==> src/rtl/alu_pkg.sv <==
// Shared definitions for the ALU operand/result sequencer: function codes,
// FSM state encoding and small decode helpers.
package alu_pkg;

    localparam int unsigned FUNC_W = 3;

    localparam logic [FUNC_W-1:0] FUNC_ADD   = 3'b000;
    localparam logic [FUNC_W-1:0] FUNC_SUB   = 3'b001;
    localparam logic [FUNC_W-1:0] FUNC_AND   = 3'b010;
    localparam logic [FUNC_W-1:0] FUNC_OR    = 3'b011;
    localparam logic [FUNC_W-1:0] FUNC_PASSB = 3'b100;

    typedef enum logic [1:0] {
        IDLE = 2'd0,
        EXEC = 2'd1,
        DONE = 2'd2
    } state_t;

    // Only the arithmetic codes produce a meaningful carry/overflow
    function automatic logic is_arith(input logic [FUNC_W-1:0] func);
        return (func == FUNC_ADD) || (func == FUNC_SUB);
    endfunction

    // Signed overflow from operand/result sign bits; sub selects SUB rules
    function automatic logic signed_ovf(input logic sub, input logic a_msb,
                                        input logic b_msb, input logic r_msb);
        if (sub) begin
            return (a_msb != b_msb) && (r_msb != a_msb);
        end
        return (a_msb == b_msb) && (r_msb != a_msb);
    endfunction

endpackage

==> src/rtl/alu_flag_reg.sv <==
// Condition flag register (C/Z/N, plus V when ALU_SEQ_OVERFLOW_EN is defined)
// with separate load-path and ALU-writeback update sources.
module alu_flag_reg #(
    parameter int unsigned WIDTH = 8
) (
    input  logic             clk,
    input  logic             rst,
    input  logic             load_en,
    input  logic [WIDTH-1:0] load_val,
    input  logic             alu_en,
    input  logic             c_en,
    input  logic             alu_c,
    input  logic             alu_z,
    input  logic             alu_n,
`ifdef ALU_SEQ_OVERFLOW_EN
    input  logic             alu_v,
    output logic             flag_v,
`endif
    output logic             flag_c,
    output logic             flag_z,
    output logic             flag_n
);

    // C/Z/N update: load computes Z/N from the value, writeback takes ALU flags
    always_ff @(posedge clk) begin
        if (rst) begin
            flag_c <= 1'b0;
            flag_z <= 1'b0;
            flag_n <= 1'b0;
        end else begin
            if (load_en) begin
                flag_z <= (load_val == '0);
                flag_n <= load_val[WIDTH-1];
            end else if (alu_en) begin
                flag_z <= alu_z;
                flag_n <= alu_n;
            end
            if (alu_en && c_en) begin
                flag_c <= alu_c;
            end
        end
    end

`ifdef ALU_SEQ_OVERFLOW_EN
    // Overflow is only touched by ADD/SUB writeback
    always_ff @(posedge clk) begin
        if (rst) begin
            flag_v <= 1'b0;
        end else if (alu_en && c_en) begin
            flag_v <= alu_v;
        end
    end
`endif

endmodule

==> src/rtl/alu_op_sequencer.sv <==
// Multi-cycle operand feeder and result/flag register around an external
// combinational ALU. One request at a time over valid/ready; ALU inputs are
// held EXEC_CYCLES cycles (>= 1) before the result is written back.
// Optional: define ALU_SEQ_OVERFLOW_EN to add the flag_v signed-overflow flag.
module alu_op_sequencer
    import alu_pkg::*;
#(
    parameter int unsigned WIDTH       = 8,
    parameter int unsigned EXEC_CYCLES = 1
) (
    input  logic             clk,
    input  logic             rst,
    input  logic             req_valid,
    output logic             req_ready,
    input  logic [2:0]       req_func,
    input  logic [WIDTH-1:0] req_operand,
    input  logic             req_load,
    input  logic             req_cin_sel,
    output logic [WIDTH-1:0] alu_inputA,
    output logic [WIDTH-1:0] alu_inputB,
    output logic             alu_carryIn,
    output logic [2:0]       alu_func,
    input  logic [WIDTH-1:0] alu_result,
    input  logic             alu_carryOut,
    input  logic             alu_zero,
    input  logic             alu_negetive,
    output logic [WIDTH-1:0] acc,
    output logic             flag_c,
    output logic             flag_z,
    output logic             flag_n,
    output logic             busy,
`ifdef ALU_SEQ_OVERFLOW_EN
    output logic             flag_v,
`endif
    output logic             done
);

    localparam int unsigned CNT_W = (EXEC_CYCLES < 2) ? 1 : $clog2(EXEC_CYCLES + 1);

    state_t             state;
    logic [CNT_W-1:0]   cnt;
    logic [WIDTH-1:0]   operand_q;
    logic [2:0]         func_q;
    logic               cin_sel_q;
    logic               accept;
    logic               wb_alu;
    logic               wb_load;

    assign req_ready = (state == IDLE) && !rst;
    assign accept    = req_valid && req_ready;
    assign wb_alu    = (state == EXEC) && (cnt == CNT_W'(1));
    assign wb_load   = accept && req_load;

    assign busy        = (state != IDLE);
    assign done        = (state == DONE);
    assign alu_inputA  = acc;
    assign alu_inputB  = operand_q;
    assign alu_func    = func_q;
    assign alu_carryIn = cin_sel_q ? flag_c : 1'b0;

    // Sequencer FSM with accumulator and registered ALU operands
    always_ff @(posedge clk) begin
        if (rst) begin
            state     <= IDLE;
            acc       <= '0;
            cnt       <= '0;
            operand_q <= '0;
            func_q    <= '0;
            cin_sel_q <= 1'b0;
        end else begin
            case (state)
                IDLE: begin
                    if (accept) begin
                        if (req_load) begin
                            acc   <= req_operand;
                            state <= DONE;
                        end else begin
                            operand_q <= req_operand;
                            func_q    <= req_func;
                            cin_sel_q <= req_cin_sel;
                            cnt       <= CNT_W'(EXEC_CYCLES);
                            state     <= EXEC;
                        end
                    end
                end
                EXEC: begin
                    if (cnt == CNT_W'(1)) begin
                        acc   <= alu_result;
                        state <= DONE;
                    end else begin
                        cnt <= cnt - CNT_W'(1);
                    end
                end
                DONE: begin
                    state <= IDLE;
                end
                default: begin
                    state <= IDLE;
                end
            endcase
        end
    end

`ifdef ALU_SEQ_OVERFLOW_EN
    logic ovf_c;
    assign ovf_c = signed_ovf(func_q == FUNC_SUB, acc[WIDTH-1],
                              operand_q[WIDTH-1], alu_result[WIDTH-1]);
`endif

    alu_flag_reg #(
        .WIDTH (WIDTH)
    ) u_flags (
        .clk      (clk),
        .rst      (rst),
        .load_en  (wb_load),
        .load_val (req_operand),
        .alu_en   (wb_alu),
        .c_en     (is_arith(func_q)),
        .alu_c    (alu_carryOut),
        .alu_z    (alu_zero),
        .alu_n    (alu_negetive),
`ifdef ALU_SEQ_OVERFLOW_EN
        .alu_v    (ovf_c),
        .flag_v   (flag_v),
`endif
        .flag_c   (flag_c),
        .flag_z   (flag_z),
        .flag_n   (flag_n)
    );

endmodule

==> config.mk <==
export PLATFORM = sky130hd
export DESIGN_NAME = alu_op_sequencer
export DESIGN_NICKNAME = d
export VERILOG_FILES = /design/src/rtl/alu_pkg.sv /design/src/rtl/alu_flag_reg.sv /design/src/rtl/alu_op_sequencer.sv
export SDC_FILE = /design/constraint.sdc
export NUM_CORES = 1
export LEC_CHECK = 0
export CELL_PAD_IN_SITES_DETAIL_PLACEMENT = 1
export CELL_PAD_IN_SITES_GLOBAL_PLACEMENT = 1
export CORE_MARGIN = 3
export CORE_UTILIZATION = 31
export CTS_CLUSTER_DIAMETER = 40
export CTS_CLUSTER_SIZE = 14
export DETAILED_ROUTE_END_ITERATION = 12
export GPL_TIMING_DRIVEN = 1
export HOLD_SLACK_MARGIN = 0.1
export MAX_ROUTING_LAYER = met4
export PLACE_DENSITY_LB_ADDON = 0.15
export SYNTH_ARGS = -nofsm -noshare
export SYNTH_HDL_FRONTEND = slang
export SYNTH_SLANG_ARGS = --single-unit
export TNS_END_PERCENT = 100
==> constraint.sdc <==
create_clock -name clk -period 2.4 [get_ports clk]
set_input_delay 0.48 -clock clk [delete_from_list [all_inputs] [get_ports clk]]
set_output_delay 0.48 -clock clk [all_outputs]
set_load 0.1 [all_outputs]
==> results of run 1 <==
==> flip-flops by register name, indices dropped and copies added (netlist names) <==
signal and flops:
acc 8, alu_inputB 8, alu_func 3, state 2
cin_sel_q 1, cnt 1, u_flags.flag_c 1, u_flags.flag_n 1
u_flags.flag_z 1
==> through the flow <==
stage                     setup WS, ns  power (W)
after floorplan                 0.0540   0.000766
after global placement           0.428   0.000863
after detailed placement         0.294   0.000869
after CTS                        0.454    0.00123
after global routing             0.404    0.00126
final                            0.463    0.00121
==> synthesized netlist by cell type (2+ instances only) <==
library cell,instances
nor2_1,23
buf_6,3
a21oi_1,3
buf_4,8
a211oi_1,8
clkbuf_1,2
nor3_1,2
dfxtp_1,26
mux2i_1,23
nand2_1,2
buf_2,2
nor4_1,2
nand3b_1,2
==> per-layer routing <==
metal / track usage / part of all wire / vias to the layer above
met4: 0.0298 / 0.0041 / 0
met3: 0.0279 / 0.057 / 2
met2: 0.283 / 0.56 / 30
li1: - / - / 500
met1: 0.154 / 0.38 / 502
met5: - / 0 / -
==> power by group <==
group	leakage, nW	switching (W)	internal [W]
Combinational	0.558	0.000272	0.000114
Clock	0.0357	0.000135	0.000223
Sequential	0.212	0.0000178	0.000451
==> cell type report <==
cell class              instances  area, um^2
repair buffers                 62         556
well taps                      48        60.1
multi-input cells              76         567
fillers                       435        1910
flip-flops and latches         26         520
clock inverters                 1        30.0
inverters                       1        3.75
clock buffers                   3        41.3
==> cell families (layout without fill, tap and decap cells) <==
| logic type | after synthesis | count (layout) | share of synthesized area |
|---|---|---|---|
| buffers and inverters | 16 | 67 | 0.0957 |
| muxes | 23 | 23 | 0.191 |
| and+or+nand+nor | 39 | 39 | 0.187 |
| AOI/OAI and AO/OA | 14 | 14 | 0.0926 |
| DFF | 26 | 26 | 0.433 |
==> path summary, 6_finish.rpt <==
path | startpoint | end | slack, ns | depth (start not counted)
setup / recovery | rst | req_ready | 0.46 | 3
hold / removal | cin_sel_q | cin_sel_q | 0.51 | 2
setup reg to reg | state[0] | acc[1] | 0.73 | 4
hold reg to reg | cin_sel_q | cin_sel_q | 0.51 | 2
==> layout by cell type, fill, tap and decap left out <==
master	count
and2_1	1
mux2i_1	23
a21oi_4	1
bufinv_16	1
nor3_1	2
buf_12	2
nor3_4	1
nor2_1	23
nor2_2	1
nand4bb_4	1
buf_4	34
or2_2	1
dfxtp_1	26
nor2b_1	1
nand3b_1	2
nor4_1	2
nand2_1	2
clkbuf_8	3
a21oi_1	3
inv_1	1
a211oi_2	1
a211oi_1	8
nand3b_4	1
nand3_1	1
a21o_1	1
clkdlybuf4s50_1	26
==> worst max-delay path: stages <==
cell and delay, ns:
clkdlybuf4s50_1 0.48, nor3_4 0.27, buf_12 0.22
==> out/metrics.yaml, run 1 <==
outcome:
  outcome: "complete, no violations"
placement:
  postPlaceCellArea_um2: 1710
  dp_hpwl_um: 2560
  portBuffers: 60
  place.gp.congestion: 0.691
  dp_cells: 213
sta:
  setup_viol: 0
  relSlewSlack: 0.668
  rsz0062_at_grt: "false"
  finalHoldViolCount: 0
  worstMarginPinSlew_ns: 0.498
  max_freq_mhz: 516
  hold_ws_ns: 0.513
  slew_violations: 0
  finClkSkew_ns: 0.00114
  period_needed_ns: 1.94
  finalCritPeriodShare: 0.807
  fin_tns_setup_ns: 0
clocking:
  insertion_delay_ns: 0.26
  htree_levels: 1
  cts_tree: "built"
  cts_root_buffer: "clkbuf_8"
  hold_buffers: 0
  cts.sinks: 26
  clk_pin_slew_ns: 0.09
  postCtsSetupRepairBufs: 0
  cts_resized: 0
  cts_buffers: 3
  cts_buffer_depth: 2
yosys:
  synth.distinct_cells: 25
  synthFlopType: "dfxtp_1"
  yosysSeqAreaShare: 0.433
  synth_async_sr_flop_share: 0
  synthTopCellsByArea: "dfxtp_1, mux2i_1, nor2_1"
  ys_seq_elements: 26
  synth_edf_count: 0
  yosys_warnings: 0
  syn-instance-count: 118
  synth_fp_nets: 145
  syn_area_um2: 1200
  synth.avg_cell_area_um2: 10.2
  synth_top_area_cell: "dfxtp_1"
  synth_top_area_frac: 0.433
route:
  wl_per_cell_um: 14.7
  drcViolationCount: 0
  drt_wl_total_um: 3190
  routed_via_density: 4.76
  drt_iter0_markers: 26
  dr.pass1.iters: 3
  routed-via-count: 1034
  drt.antenna.violating_nets: 0
die:
  fp.dieW_um: 68.3
  die_area_um2: 4660
  fp.coreArea_um2: 3690
  start_util: 0.326
  rows: 22
  die_h_um: 68.3
  ios: 61
cells_and_area:
  final_area_um2: 1780
  area_growth_pct: 47.9
  post-route-util: 0.482
  final_cells: 217
  num_antenna_cells: 0
  drive_gt1_frac: 0.278
  fin_nets: 197
grt:
  grt_pass1_wl_um: 4950
  grt_pass1_vias: 1060
  grt_usage: 0.147
  grt_overflow_total: 0
  grt_max_degree: 28
  antenna_found_initial: 0
job:
  drv_cap: 0
power:
  power_density_nw_per_um2: 682
  vdd_drop_max_uv: 270
  leakage_nw: 0.806
worst_setup_path:
  crit_arrival_ns: 1.46
  end_kind: "primary output"
  critical_path_class: "primary input to primary output"
  crit_required_ns: 1.92
  crit_fanout: 3
  critPathLaunchType: "primary input"
hold_path:
  hp-class: "register to register"
No activity file was read; power rests on OpenSTA's default activity.
==> inputs of run 2 (changes only) <==
--- a/config.mk
+++ b/config.mk
@@ -8,7 +8,7 @@
 export CELL_PAD_IN_SITES_DETAIL_PLACEMENT = 1
 export CELL_PAD_IN_SITES_GLOBAL_PLACEMENT = 1
 export CORE_MARGIN = 3
-export CORE_UTILIZATION = 31
+export CORE_UTILIZATION = 28
 export CTS_CLUSTER_DIAMETER = 40
 export CTS_CLUSTER_SIZE = 14
 export DETAILED_ROUTE_END_ITERATION = 12
==> constraint.sdc (replaced) <==
create_clock -name clk -period 2 [get_ports clk]
set_input_delay 0.4 -clock clk [delete_from_list [all_inputs] [get_ports clk]]
set_output_delay 0.4 -clock clk [all_outputs]
set_load 0.1 [all_outputs]
==> out/metrics.yaml, run 2 (synthesis gave the netlist of run 1 again) <==
cells_and_area:
  fin_nets: 198  # was 197
  drive_gt1_frac: 0.294  # was 0.278
  final_common_cell: "buf_4"  # unchanged
  num_antenna_cells: 0  # unchanged
  final_cell_mix: "buf_4, dfxtp_1, clkdlybuf4s50_1, mux2i_1, nor2_1"  # was buf_4, dfxtp_1, clkdlybuf4s50_1, nor2_1, mux2i_1
  final_cells: 220  # was 217
  area_growth_pct: 52.1  # was 47.9%
worst_setup_path:
  end_kind: "primary output"  # unchanged
  crit_fanout: 5  # was 3
  critPathLaunchType: "primary input"  # unchanged
  critical_path_class: "primary input to primary output"  # unchanged
  cp_slowest_cell: "clkdlybuf4s50_1"  # unchanged
  cp_num_cells: 3  # unchanged
  slowest_delay_ns: 0.53  # was 0.48 ns
  crit_required_ns: 1.60  # was 1.92 ns
  reg2regPathDepth: 4  # unchanged
  path_cells: "clkdlybuf4s50_1 > nor3_4 > buf_12"  # unchanged
  crit_arrival_ns: 1.43  # was 1.46 ns
  critPathBufInv: 2  # unchanged
  critPathTopFamily: "buffers and inverters"  # unchanged
grt:
  grt_pass1_vias: 1143  # was 1,060
  grt_overflow_total: 0  # unchanged
  antenna_found_initial: 0  # unchanged
  grtUsageMet1: 0.155  # was 0.154
  grt_pass1_wl_um: 5350  # was 4950 um
  grt_usage: 0.138  # was 0.147
  grt.busiest_layer: "met2"  # unchanged
  grt_use_met2: 0.240  # was 0.283
  grt_max_degree: 26  # was 28
  grt_use_met3: 0.0281  # was 0.0279
sta:
  max_freq_mhz: 545
  slew_violations: 0  # unchanged
  hold_ws_ns: 0.506  # was 0.513 ns
  worstMarginPinSlew_ns: 0.357  # was 0.498 ns
  fin_tns_setup_ns: 0  # unchanged
  finalCritPeriodShare: 0.917
  finClkSkew_ns: 0.00210  # was 0.00114 ns
  relSlewSlack: 0.761  # was 0.668
  rsz0062_at_grt: "false"  # unchanged
  setup_viol: 0  # unchanged
  period_needed_ns: 1.83
  finalHoldViolCount: 0  # unchanged
die:
  die_h_um: 71.5  # was 68.3 um
  ios: 61  # unchanged
  fp.dieW_um: 71.5  # was 68.3 um
  die_area_um2: 5120  # was 4660 um^2
  fp.coreArea_um2: 4060  # was 3690 um^2
  rows: 23  # was 22
  start_util: 0.296  # was 0.326
clocking:
  cts_resized: 0  # unchanged
  cts.sinks: 26  # unchanged
  cts_tree: "built"  # unchanged
  hold_buffers: 0  # unchanged
  cts_root_buffer: "clkbuf_8"  # unchanged
  clk_pin_slew_ns: 0.09  # about the same
  postCtsSetupRepairBufs: 0  # unchanged
  cts_buffer_depth: 2  # unchanged
  cts_buffers: 3  # unchanged
  insertion_delay_ns: 0.27  # was 0.26 ns
  htree_levels: 1  # unchanged
route:
  routed_via_density: 4.64  # was 4.76
  drcViolationCount: 0  # unchanged
  wl_per_cell_um: 14.6  # was 14.7 um
  dr.pass1.iters: 4  # was 3
  drt_iter0_markers: 31  # was 26
  drt.antenna.violating_nets: 0  # unchanged
  drt_wl_total_um: 3200  # was 3190 um
  routed-via-count: 1021  # was 1,034
power:
  power_density_nw_per_um2: 808  # was 682 nW/um^2
  power_w: 0.00148  # was 0.00121 W
  vdd_drop_max_uv: 354  # was 270 uV
  leakage_nw: 0.820  # was 0.806 nW
placement:
  portBuffers: 60  # unchanged
  dp_hpwl_um: 2500  # was 2560 um
  dp_cells: 216  # was 213
  place.gp.congestion: 0.735  # was 0.691
job:
  drv_cap: 0  # unchanged
outcome:
  outcome: "complete, no violations"  # unchanged
hold_path:
  hp-class: "register to register"  # unchanged
  min_path_cells: 2  # unchanged
[run 2: per-stage QoR]
step / setup WS, ns / util / instance area, um^2
after floorplan: -0.0529 / - / 1220
after global placement: 0.162 / 0.433 / 1760
after detailed placement: 0.0653 / 0.433 / 1760
after CTS: 0.156 / 0.451 / 1830
after global routing: 0.104 / 0.451 / 1830
final: 0.166 / 0.451 / 1830
[run 2: area by class of cell]
class / count / area [um^2]
fillers: 455 / 2230
repair buffers: 63 / 601
multi-input cells: 76 / 571
flip-flops and latches: 26 / 520
well taps: 50 / 62.6
clock buffers: 3 / 41.3
clock inverters: 1 / 30.0
inverters: 1 / 3.75
[run 2: where the power goes]
part / total (W) / leakage (nW) / switching (W) / internal, W
Sequential: 0.000561 / 0.212 / 0.0000196 / 0.000541
Clock: 0.000445 / 0.0357 / 0.000177 / 0.000268
Combinational: 0.000472 / 0.573 / 0.000329 / 0.000143
[run 2: tightest hold or removal path: cells and delay by family (launching register included)]
| kind | cells | cell delay (ns) |
|---|---|---|
| simple gates | 1 | 0.07 |
| flops | 1 | 0.33 |
| mux | 1 | 0.07 |
[run 2: final timing paths]
kind | start | to | slack (ns)
worst max register to register | state[0] | u_flags.flag_c | 0.56
worst max-delay path | rst | req_ready | 0.17
worst min register to register | cin_sel_q | cin_sel_q | 0.51
worst min-delay path | cin_sel_q | cin_sel_q | 0.51
[run 2: per-layer routing]
layer / share of wire / vias to the layer above
met4: 0.016 / 0
met1: 0.42 / 478
met3: 0.058 / 5
li1: - / 503
met2: 0.50 / 35
met5: 0 / -
